## src/rtl/uart_mag_frame_rx_pkg.sv

```systemverilog
// Shared framing constants for the Goertzel magnitude telemetry link (RX parser and TX sequencer).
package uart_frame_pkg;

    localparam logic [7:0] COMMA = 8'h2C;
    localparam logic [7:0] TERM  = 8'h0A;

    localparam logic [2:0] S_RUN  = 3'd0;
    localparam logic [2:0] S_C0   = 3'd1;
    localparam logic [2:0] S_G0L  = 3'd2;
    localparam logic [2:0] S_G0H  = 3'd3;
    localparam logic [2:0] S_C1   = 3'd4;
    localparam logic [2:0] S_G1L  = 3'd5;
    localparam logic [2:0] S_G1H  = 3'd6;
    localparam logic [2:0] S_TERM = 3'd7;

    typedef enum logic [1:0] {
        ERR_NONE  = 2'd0,
        ERR_RUN   = 2'd1,
        ERR_DELIM = 2'd2,
        ERR_TMO   = 2'd3
    } err_code_t;

endpackage

```

## src/rtl/uart_mag_frame_rx_if.sv

```systemverilog
// Byte-stream input and decoded-frame output bundle of the magnitude frame parser.
interface uart_mag_frame_rx_if;

    logic [7:0]  rx_data;
    logic        rx_data_ready;
    logic [4:0]  run_out;
    logic [15:0] g0;
    logic [15:0] g1;
    logic        frame_valid;
    logic        frame_err;
    logic [1:0]  err_code;
    logic        busy;
    logic [7:0]  err_count;

    modport master (
        output rx_data, rx_data_ready,
        input  run_out, g0, g1, frame_valid, frame_err, err_code, busy, err_count
    );

    modport slave (
        input  rx_data, rx_data_ready,
        output run_out, g0, g1, frame_valid, frame_err, err_code, busy, err_count
    );

endinterface

```

## src/rtl/uart_mag_frame_rx_ctr.sv

```systemverilog
// Inter-byte timeout counter; expired is combinational so the parser can abort on the same edge.
module frame_timeout_ctr #(
    parameter int unsigned TIMEOUT_CYCLES = 24000
) (
    input  logic sys_clk,
    input  logic rst,
    input  logic clr,
    input  logic en,
    output logic expired
);
    localparam int unsigned CW = (TIMEOUT_CYCLES > 2) ? $clog2(TIMEOUT_CYCLES) : 1;
    localparam logic [CW-1:0] LAST = CW'(TIMEOUT_CYCLES - 1);

    logic [CW-1:0] cnt;

    always_ff @(posedge sys_clk) begin
        if (rst || clr) begin
            cnt <= '0;
        end else if (en && (cnt != LAST)) begin
            cnt <= cnt + 1'b1;
        end
    end

    // A strobe in the expiry cycle clears instead, so the byte wins.
    assign expired = en && !clr && (cnt == LAST);

endmodule

```

## src/rtl/uart_mag_frame_rx.sv

```systemverilog
// Positional parser for RUN,COMMA,G0L,G0H,COMMA,G1L,G1H,TERM frames with registered output bank.
module uart_mag_frame_rx
    import uart_frame_pkg::*;
#(
    parameter int unsigned TIMEOUT_CYCLES = 24000
) (
    input  logic               sys_clk,
    input  logic               rst,
    uart_mag_frame_rx_if.slave bus
);
    logic [2:0]  state;
    logic [2:0]  next_state;
    logic [4:0]  sh_run;
    logic [15:0] sh_g0;
    logic [15:0] sh_g1;
    logic        do_abort;
    logic        do_commit;
    logic        tmo_expired;
    logic        busy;
    err_code_t   abort_code;

    assign busy     = (state != S_RUN);
    assign bus.busy = busy;

    frame_timeout_ctr #(
        .TIMEOUT_CYCLES(TIMEOUT_CYCLES)
    ) u_tmo (
        .sys_clk (sys_clk),
        .rst     (rst),
        .clr     (bus.rx_data_ready || !busy),
        .en      (busy),
        .expired (tmo_expired)
    );

    always_comb begin
        next_state = state;
        do_abort   = 1'b0;
        do_commit  = 1'b0;
        abort_code = ERR_NONE;
        if (bus.rx_data_ready) begin
            case (state)
                S_RUN: begin
                    if (bus.rx_data[7:5] == 3'b000) begin
                        next_state = S_C0;
                    end else begin
                        do_abort   = 1'b1;
                        abort_code = ERR_RUN;
                    end
                end
                S_C0, S_C1: begin
                    if (bus.rx_data == COMMA) begin
                        next_state = (state == S_C0) ? S_G0L : S_G1L;
                    end else begin
                        do_abort   = 1'b1;
                        abort_code = ERR_DELIM;
                    end
                end
                S_G0L: next_state = S_G0H;
                S_G0H: next_state = S_C1;
                S_G1L: next_state = S_G1H;
                S_G1H: next_state = S_TERM;
                S_TERM: begin
                    if (bus.rx_data == TERM) begin
                        do_commit  = 1'b1;
                        next_state = S_RUN;
                    end else begin
                        do_abort   = 1'b1;
                        abort_code = ERR_DELIM;
                    end
                end
                default: next_state = S_RUN;
            endcase
        end else if (tmo_expired) begin
            do_abort   = 1'b1;
            abort_code = ERR_TMO;
        end
        // Offending byte is dropped, never re-parsed as a RUN byte.
        if (do_abort) begin
            next_state = S_RUN;
        end
    end

    always_ff @(posedge sys_clk) begin
        if (rst) begin
            state           <= S_RUN;
            sh_run          <= '0;
            sh_g0           <= '0;
            sh_g1           <= '0;
            bus.run_out     <= '0;
            bus.g0          <= '0;
            bus.g1          <= '0;
            bus.frame_valid <= 1'b0;
            bus.frame_err   <= 1'b0;
            bus.err_code    <= '0;
            bus.err_count   <= '0;
        end else begin
            state           <= next_state;
            bus.frame_valid <= do_commit;
            bus.frame_err   <= do_abort;
            if (bus.rx_data_ready) begin
                case (state)
                    S_RUN:   if (!do_abort) sh_run <= bus.rx_data[4:0];
                    S_G0L:   sh_g0[7:0]  <= bus.rx_data;
                    S_G0H:   sh_g0[15:8] <= bus.rx_data;
                    S_G1L:   sh_g1[7:0]  <= bus.rx_data;
                    S_G1H:   sh_g1[15:8] <= bus.rx_data;
                    default: ;
                endcase
            end
            if (do_commit) begin
                bus.run_out <= sh_run;
                bus.g0      <= sh_g0;
                bus.g1      <= sh_g1;
            end
            if (do_abort) begin
                bus.err_code <= abort_code;
                if (bus.err_count != 8'hFF) begin
                    bus.err_count <= bus.err_count + 8'd1;
                end
            end
        end
    end

endmodule

```

## src/flat_wrapper.sv

```systemverilog
// flat-port wrapper written by rule: the top's interface ports become plain ports
module uart_mag_frame_rx_flat import uart_frame_pkg::*;
#(
    parameter int unsigned TIMEOUT_CYCLES = 24000
)
  (sys_clk, rst, bus_rx_data, bus_rx_data_ready, bus_run_out, bus_g0, bus_g1, bus_frame_valid, bus_frame_err, bus_err_code, bus_busy, bus_err_count);
  uart_mag_frame_rx_if bus_i ();
  input  logic sys_clk;
  input  logic rst;
  input wire logic [$bits(bus_i.rx_data)-1:0] bus_rx_data;
  input wire logic [$bits(bus_i.rx_data_ready)-1:0] bus_rx_data_ready;
  output wire logic [$bits(bus_i.run_out)-1:0] bus_run_out;
  output wire logic [$bits(bus_i.g0)-1:0] bus_g0;
  output wire logic [$bits(bus_i.g1)-1:0] bus_g1;
  output wire logic [$bits(bus_i.frame_valid)-1:0] bus_frame_valid;
  output wire logic [$bits(bus_i.frame_err)-1:0] bus_frame_err;
  output wire logic [$bits(bus_i.err_code)-1:0] bus_err_code;
  output wire logic [$bits(bus_i.busy)-1:0] bus_busy;
  output wire logic [$bits(bus_i.err_count)-1:0] bus_err_count;
  assign bus_i.rx_data = bus_rx_data;
  assign bus_i.rx_data_ready = bus_rx_data_ready;
  assign bus_run_out = bus_i.run_out;
  assign bus_g0 = bus_i.g0;
  assign bus_g1 = bus_i.g1;
  assign bus_frame_valid = bus_i.frame_valid;
  assign bus_frame_err = bus_i.frame_err;
  assign bus_err_code = bus_i.err_code;
  assign bus_busy = bus_i.busy;
  assign bus_err_count = bus_i.err_count;
  uart_mag_frame_rx #(.TIMEOUT_CYCLES(TIMEOUT_CYCLES)) u_core (.sys_clk(sys_clk), .rst(rst), .bus(bus_i));
endmodule
```

## config.mk

```make
export PLATFORM = sky130hd
export DESIGN_NAME = uart_mag_frame_rx_flat
export DESIGN_NICKNAME = d
export VERILOG_FILES = /design/src/rtl/uart_mag_frame_rx_pkg.sv /design/src/rtl/uart_mag_frame_rx_if.sv /design/src/rtl/uart_mag_frame_rx_ctr.sv /design/src/rtl/uart_mag_frame_rx.sv /design/src/flat_wrapper.sv
export SDC_FILE = /design/constraint.sdc
export NUM_CORES = 1
export LEC_CHECK = 0
export BUFFER_PORTS_ARGS = -buffer_cell sky130_fd_sc_hd__buf_2
export CAP_MARGIN = 0
export CORE_UTILIZATION = 45
export CTS_BUF_LIST = sky130_fd_sc_hd__clkbuf_8 sky130_fd_sc_hd__clkbuf_16
export CTS_CLUSTER_DIAMETER = 120
export DETAILED_ROUTE_END_ITERATION = 8
export PLACE_DENSITY = 0.65
export SYNTH_ARGS = -nofsm -noshare
export SYNTH_HDL_FRONTEND = slang
export SYNTH_HIERARCHICAL = 1
export SYNTH_SLANG_ARGS = --single-unit
```

## constraint.sdc

```tcl
create_clock -name sys_clk -period 7 [get_ports sys_clk]
set_clock_uncertainty 0.2 [all_clocks]
set_input_delay 1.05 -clock sys_clk [delete_from_list [all_inputs] [get_ports sys_clk]]
set_output_delay 1.05 -clock sys_clk [all_outputs]
set_load 0.1 [all_outputs]
```

---- Word level (Yosys, flattened, before mapping) ----
Cells that the tools add are included.
storage, ports and cells
  logic and storage cells ................. 71
  bits in registers ....................... 104
  input port bits ......................... 11
operators by class
  reduce and logical (&&, ||, !) cells .... 19
  add/subtract/negate cells ............... 2
  eq/ne operators ......................... 15
  bitwise logic cells ..................... 1
  multiplexer cells ....................... 20
operators with widths
  operator                                               number
  one-hot mux 3 bit (7 select lines)                     1
  adder 15 x 1 -> 15 bit, second input constant          1
  == test 15 bit, second input constant                  1
  inequality test 15 bit, second input constant          1
  == test 3 bit, second input constant                   4
  two-way mux 3 bit                                      4
  AND reduction 2 bit                                    5
  two-way mux 1 bit                                      9
  adder 8 x 1 -> 8 bit, second input constant            1
  == test 8 x 4 -> 1 bit, second input constant          1
  == test 8 x 6 -> 1 bit, second input constant          1
  two-way mux 2 bit                                      4
  inequality test 8 bit, second input constant           1
  == test 3 x 2 -> 1 bit, second input constant          2
  logical NOT 3 bit                                      2
  inequality test 2 x 1 -> 1 bit, second input constant  3
  one-hot mux 2 bit (3 select lines)                     1
  AND reduction 4 bit                                    1
  OR reduction 2 bit                                     2
  == test 3 x 1 -> 1 bit, second input constant          1
  logical AND 1 bit                                      3
  one-hot mux 1 bit (3 select lines)                     1
  AND reduction 3 bit                                    1
  nonzero test 3 bit                                     1
  other kinds (3)                                        5

---- Depth between registers and ports, before layout ----
  depth after elaboration ................. 10
  depth in mapped cells ................... 10

---- Modules after synthesis ----
Netlist, hierarchy kept.
modules (own cells, without submodules)
  module             area each (µm²)  cells each  instances  seq. area each (µm²)
  uart_mag_frame_rx  3508.4           409         1          1781.7
  frame_timeout_ctr  750.7            88          1          300.3

---- Least setup slack after synthesis ----
OpenSTA, ideal clock, no wires.
  kind .................................... register to register
  from .................................... reg u_core.state[1]
  to ...................................... reg u_core.u_tmo.cnt[13]
  setup time .............................. 0.071 ns
  buffers on the path ..................... 1
  data arrival time ....................... 2.861 ns
  slack ................................... 3.868 ns
  cell stages (with the launch flop) ...... 7
  data required time ...................... 6.729 ns
  period minus slack after synthesis ...... 3.132 ns
  cell sequence ........................... dfxtp_1 clkbuf_1 or3_1 nand4_2 or4_4 or4b_1 a21oi_1
on the way
  longest elaborated chain between the ends .. 4
  elaborated cells on any way between the ends .. 5
RTL lines
  what                    line                         source
  from (decl)             uart_mag_frame_rx.sv:11      logic [2:0] state;
  from (signal assigned)  uart_mag_frame_rx.sv:97      state <= next_state;
  nonzero test 3 bit (*)  uart_mag_frame_rx.sv:22      assign busy = (state != S_RUN);
  via bus_busy            flat_wrapper.sv:18           output wire logic [$bits(bus_i.busy)-1:0] bus_busy;
  logical NOT 1 bit       uart_mag_frame_rx.sv:30      .clr (bus.rx_data_ready || !busy),
  logical OR 1 bit        uart_mag_frame_rx.sv:30
  logical OR 1 bit        uart_mag_frame_rx_ctr.sv:17  if (rst || clr) begin
  to (signal assigned)    uart_mag_frame_rx_ctr.sv:20  cnt <= cnt + 1'b1;
  to (decl)               uart_mag_frame_rx_ctr.sv:14  logic [CW-1:0] cnt;
Mark *: on every way through the listed nets, which the timed path passes. The rest lies on a longest branch.
A chain may end at the register's enable or synchronous reset.

---- Worst setup path in the final report ----
  from .................................... reg u_core.u_tmo.cnt[1]
  to ...................................... reg u_core.bus.err_count[2]
on the way
  longest elaborated chain between the ends .. 5
RTL lines
  what                           line                         source
  == test 15 bit                 uart_mag_frame_rx_ctr.sv:25  assign expired = en && !clr && (cnt == LAST);
  logical AND 1 bit              uart_mag_frame_rx_ctr.sv:25
  via u_core.tmo_expired         uart_mag_frame_rx.sv:18      logic tmo_expired;
  two-way mux 1 bit              uart_mag_frame_rx.sv:73      end else if (tmo_expired) begin
  two-way mux 1 bit              uart_mag_frame_rx.sv:40      if (bus.rx_data_ready) begin
  AND reduction 2 bit (no line)  -
  to (signal assigned)           uart_mag_frame_rx.sv:118     bus.err_count <= bus.err_count + 8'd1;
  to (decl)                      uart_mag_frame_rx_if.sv:22   output run_out, g0, g1, frame_valid, frame_err, err_code, busy, err_count
The timed path passes the listed nets, and every way through them passes these cells.

==> run_results.csv <==
group,metric,value,unit
cts,ctsHoldBuffers,0,
critical_path,crit_path_max_fanout,18,
cts,cts_tree,"built",
place,placement.cell_area,4570,µm²
cts,clock_sinks,104,
global_routing,antenna_found_initial,0,
critical_path,crit_path_start_kind,"register",
layout,nFillCells,879,
timing,relSlewSlack,0.375,
power_and_ir_drop,p_leak,1.70,nW
global_routing,overflow,0,
layout,seqCellArea,2080,µm²
timing,tightest_slew,0.936,ns
critical_path,worst-setup-path-type,"register to register",
synth,ys.flop_type,"dfxtp_1",
synth,seq_area_frac_synth,0.489,
layout,finalNonFillerCells,659,
die,rows,35,
outcome,status,"finished clean",
die,io_pins,61,
synth,yosysTopAreaCellShare,0.489,
power_and_ir_drop,power.density,220,nW/µm²
critical_path,arrival,3.32,ns
cts,h-tree-depth,3,
synth,synth-edff-count,0,
synth,synth.net_count,510,
layout,fin_nets,556,
cts,clk_latency,0.37,ns
timing,max_freq,0.309,GHz
die,die_y,99.3,µm
run,cap_violations,0,
drt,drc,0,
layout,multi_input_area,2010,µm²
drt,drt-total-wl,9.41,mm
min_path,hold_path_class,"register to register",
synth,postSynthAreaPerCell,8.57,µm²
timing,min_period,3.24,ns
place,gp_congestion,0.771,
critical_path,cp-end-kind,"register",
timing,whs,0.251,ns
layout,fin_area,4760,µm²
cts,cts-root-buf,"clkbuf_8",
layout,areaGrowthSynthToFinish,11.9,%
layout,layout-drive-gt1-share,0.214,
critical_path,cp_data_required_time,7.08,ns
timing,rsz0062_at_grt,"no",
layout,diodes,0,
die,die_x,99.3,µm
global_routing,grt_pass1_vias,3239,
synth,synth_cells,497,
timing,post-route-period-util,0.463,
place,port_buffers,60,
synth,synth.area.top_cells,"dfxtp_1 49%, nand2_1 11%, a21oi_1 9.3%",
die,start_util,0.463,
synth,ys_async_sr_fraction,0,
timing,setup_violations,0,
global_routing,grt_max_degree,90,
global_routing,grt_pass1_wl,15.5,mm
global_routing,grtUsageTotal,0.197,
drt,vias,3569,
cts,post_cts_buffers,0,
drt,wl_per_cell,14.3,µm
power_and_ir_drop,ir_drop,118,µV
die,die-area,9860,µm²
cts,clockBufferDepth,2,
place,dp_hpwl,6.27,mm
drt,dr.pass1.iters,4,
timing,slew_violations,0,
drt,drt-initial-drc-count,189,
cts,post_cts_resized,0,
die,coreArea,9200,µm²
synth,yosysWarnings,6,
synth,ys_ff_latch,104,
timing,finalHoldViolCount,0,
cts,clk_transition_reported_paths,0.10,ns
place,dp_cells,643,
timing,tns,0,ns
synth,synth.distinct_cells,49,
synth,yosysTopAreaCell,"dfxtp_1",
synth,synth_area,4260,µm²
drt,vias_per_cell,5.42,
cts,numCtsBuffers,9,
drt,ant_nets,0,
-- final timing paths --
kind	end	start	cells after the start	slack (ns)
hold reg to reg	u_core/bus.g0[11]$_SDFFE_PP0P_	u_core/sh_g0[11]$_SDFFE_PP0P_	2	0.25
hold / removal	u_core/bus.g0[11]$_SDFFE_PP0P_	u_core/sh_g0[11]$_SDFFE_PP0P_	2	0.25
setup / recovery	u_core/bus.err_count[2]$_SDFFE_PP0P_	u_core/u_tmo/cnt[1]$_SDFFE_PP0P_	9	3.76
setup reg to reg	u_core/bus.err_count[2]$_SDFFE_PP0P_	u_core/u_tmo/cnt[1]$_SDFFE_PP0P_	9	3.76
-- layout make-up --
type / instances / share of cell area
multi-input cells: 363 / 0.423
repair buffers: 63 / 0.0678
inverters: 2 / 0.00158
well taps: 111 / 0.0291
flip-flops and latches: 104 / 0.437
clock buffers: 10 / 0.0289
clock inverters: 6 / 0.0129
-- cell usage after synthesis (all sizes together) (4+ instances only) --
cell type / number
nand2b: 5
mux2i: 13
nor3: 4
nand2: 140
dfxtp: 104
xnor2: 7
clkbuf: 18
a21oi: 79
buf: 10
nor2: 29
nand4: 7
nand3: 8
or4: 4
nor4: 5
o21ai: 15
or3: 11
-- through the flow --
step | total power [mW] | setup WS (ns) | utilization
after floorplan | 0.675 | 3.87 | -
after global placement | 0.692 | 3.83 | 0.496
after detailed placement | 0.692 | 3.74 | 0.496
after CTS | 1.06 | 3.75 | 0.518
after global routing | 1.09 | 3.51 | 0.518
final | 1.05 | 3.76 | 0.518
-- state kept, by name, indices dropped and copies added, names as in the netlist --
name                    cells
u_core/bus.err_code         2
u_core/bus.err_count        8
u_core/bus.frame_err        1
u_core/bus.frame_valid      1
u_core/bus.g0              16
u_core/bus.g1              16
u_core/bus.run_out          5
u_core/sh_g0               16
u_core/sh_g1               16
u_core/sh_run               5
u_core/state                3
u_core/u_tmo/cnt           15
-- cell families after synthesis --
| family | Yosys count | synth area share |
|---|---|---|
| compound gates | 102 | 0.137 |
| xor+xnor | 9 | 0.0185 |
| fa+ha+maj | 2 | 0.00587 |
| buf+inv | 30 | 0.0397 |
| flops | 104 | 0.489 |
| mux | 13 | 0.0306 |
| simple gates | 237 | 0.280 |
-- per-layer routing --
| layer | up-vias | share of wire | track usage |
|---|---|---|---|
| met5 | - | 0 | 0 |
| met4 | 0 | 0.011 | 0.0803 |
| met3 | 10 | 0.045 | 0.0281 |
| met2 | 90 | 0.47 | 0.326 |
| met1 | 1683 | 0.48 | 0.257 |
| li1 | 1786 | - | - |
-- report_power, final --
group	internal (mW)	switching, mW	total (mW)
logic	0.0184	0.0586	0.0770
clock network	0.173	0.198	0.371
registers	0.596	0.00543	0.601
-- placed cells by master (no fill, tap or decap), types with 3 or more instances in the layout --
master and instances:
a21oi_1 79, buf_2 60, buf_4 3, clkbuf_8 10, dfxtp_1 104, inv_1 4
mux2i_1 13, nand2_1 120, nand2_2 20, nand2b_1 5, nand3_1 8, nand4_1 6
nand4b_1 3, nor2_1 29, nor3_1 4, nor4_1 4, o21ai_0 8, o21ai_1 6
o31ai_1 3, or2_2 3, or3_1 11, xnor2_1 7
-- critical path, stage by stage, from the launching register on --
cell       delay, ns
dfxtp_1         0.43
ha_1            0.22
nand4_1         0.34
nor4_1          0.71
and3b_2         0.27
nand2b_1        0.12
o2111ai_2       0.13
o22ai_4         0.19
or3_1           0.40
a21oi_1         0.14
Note: power is estimated with default switching activity, not from simulation.
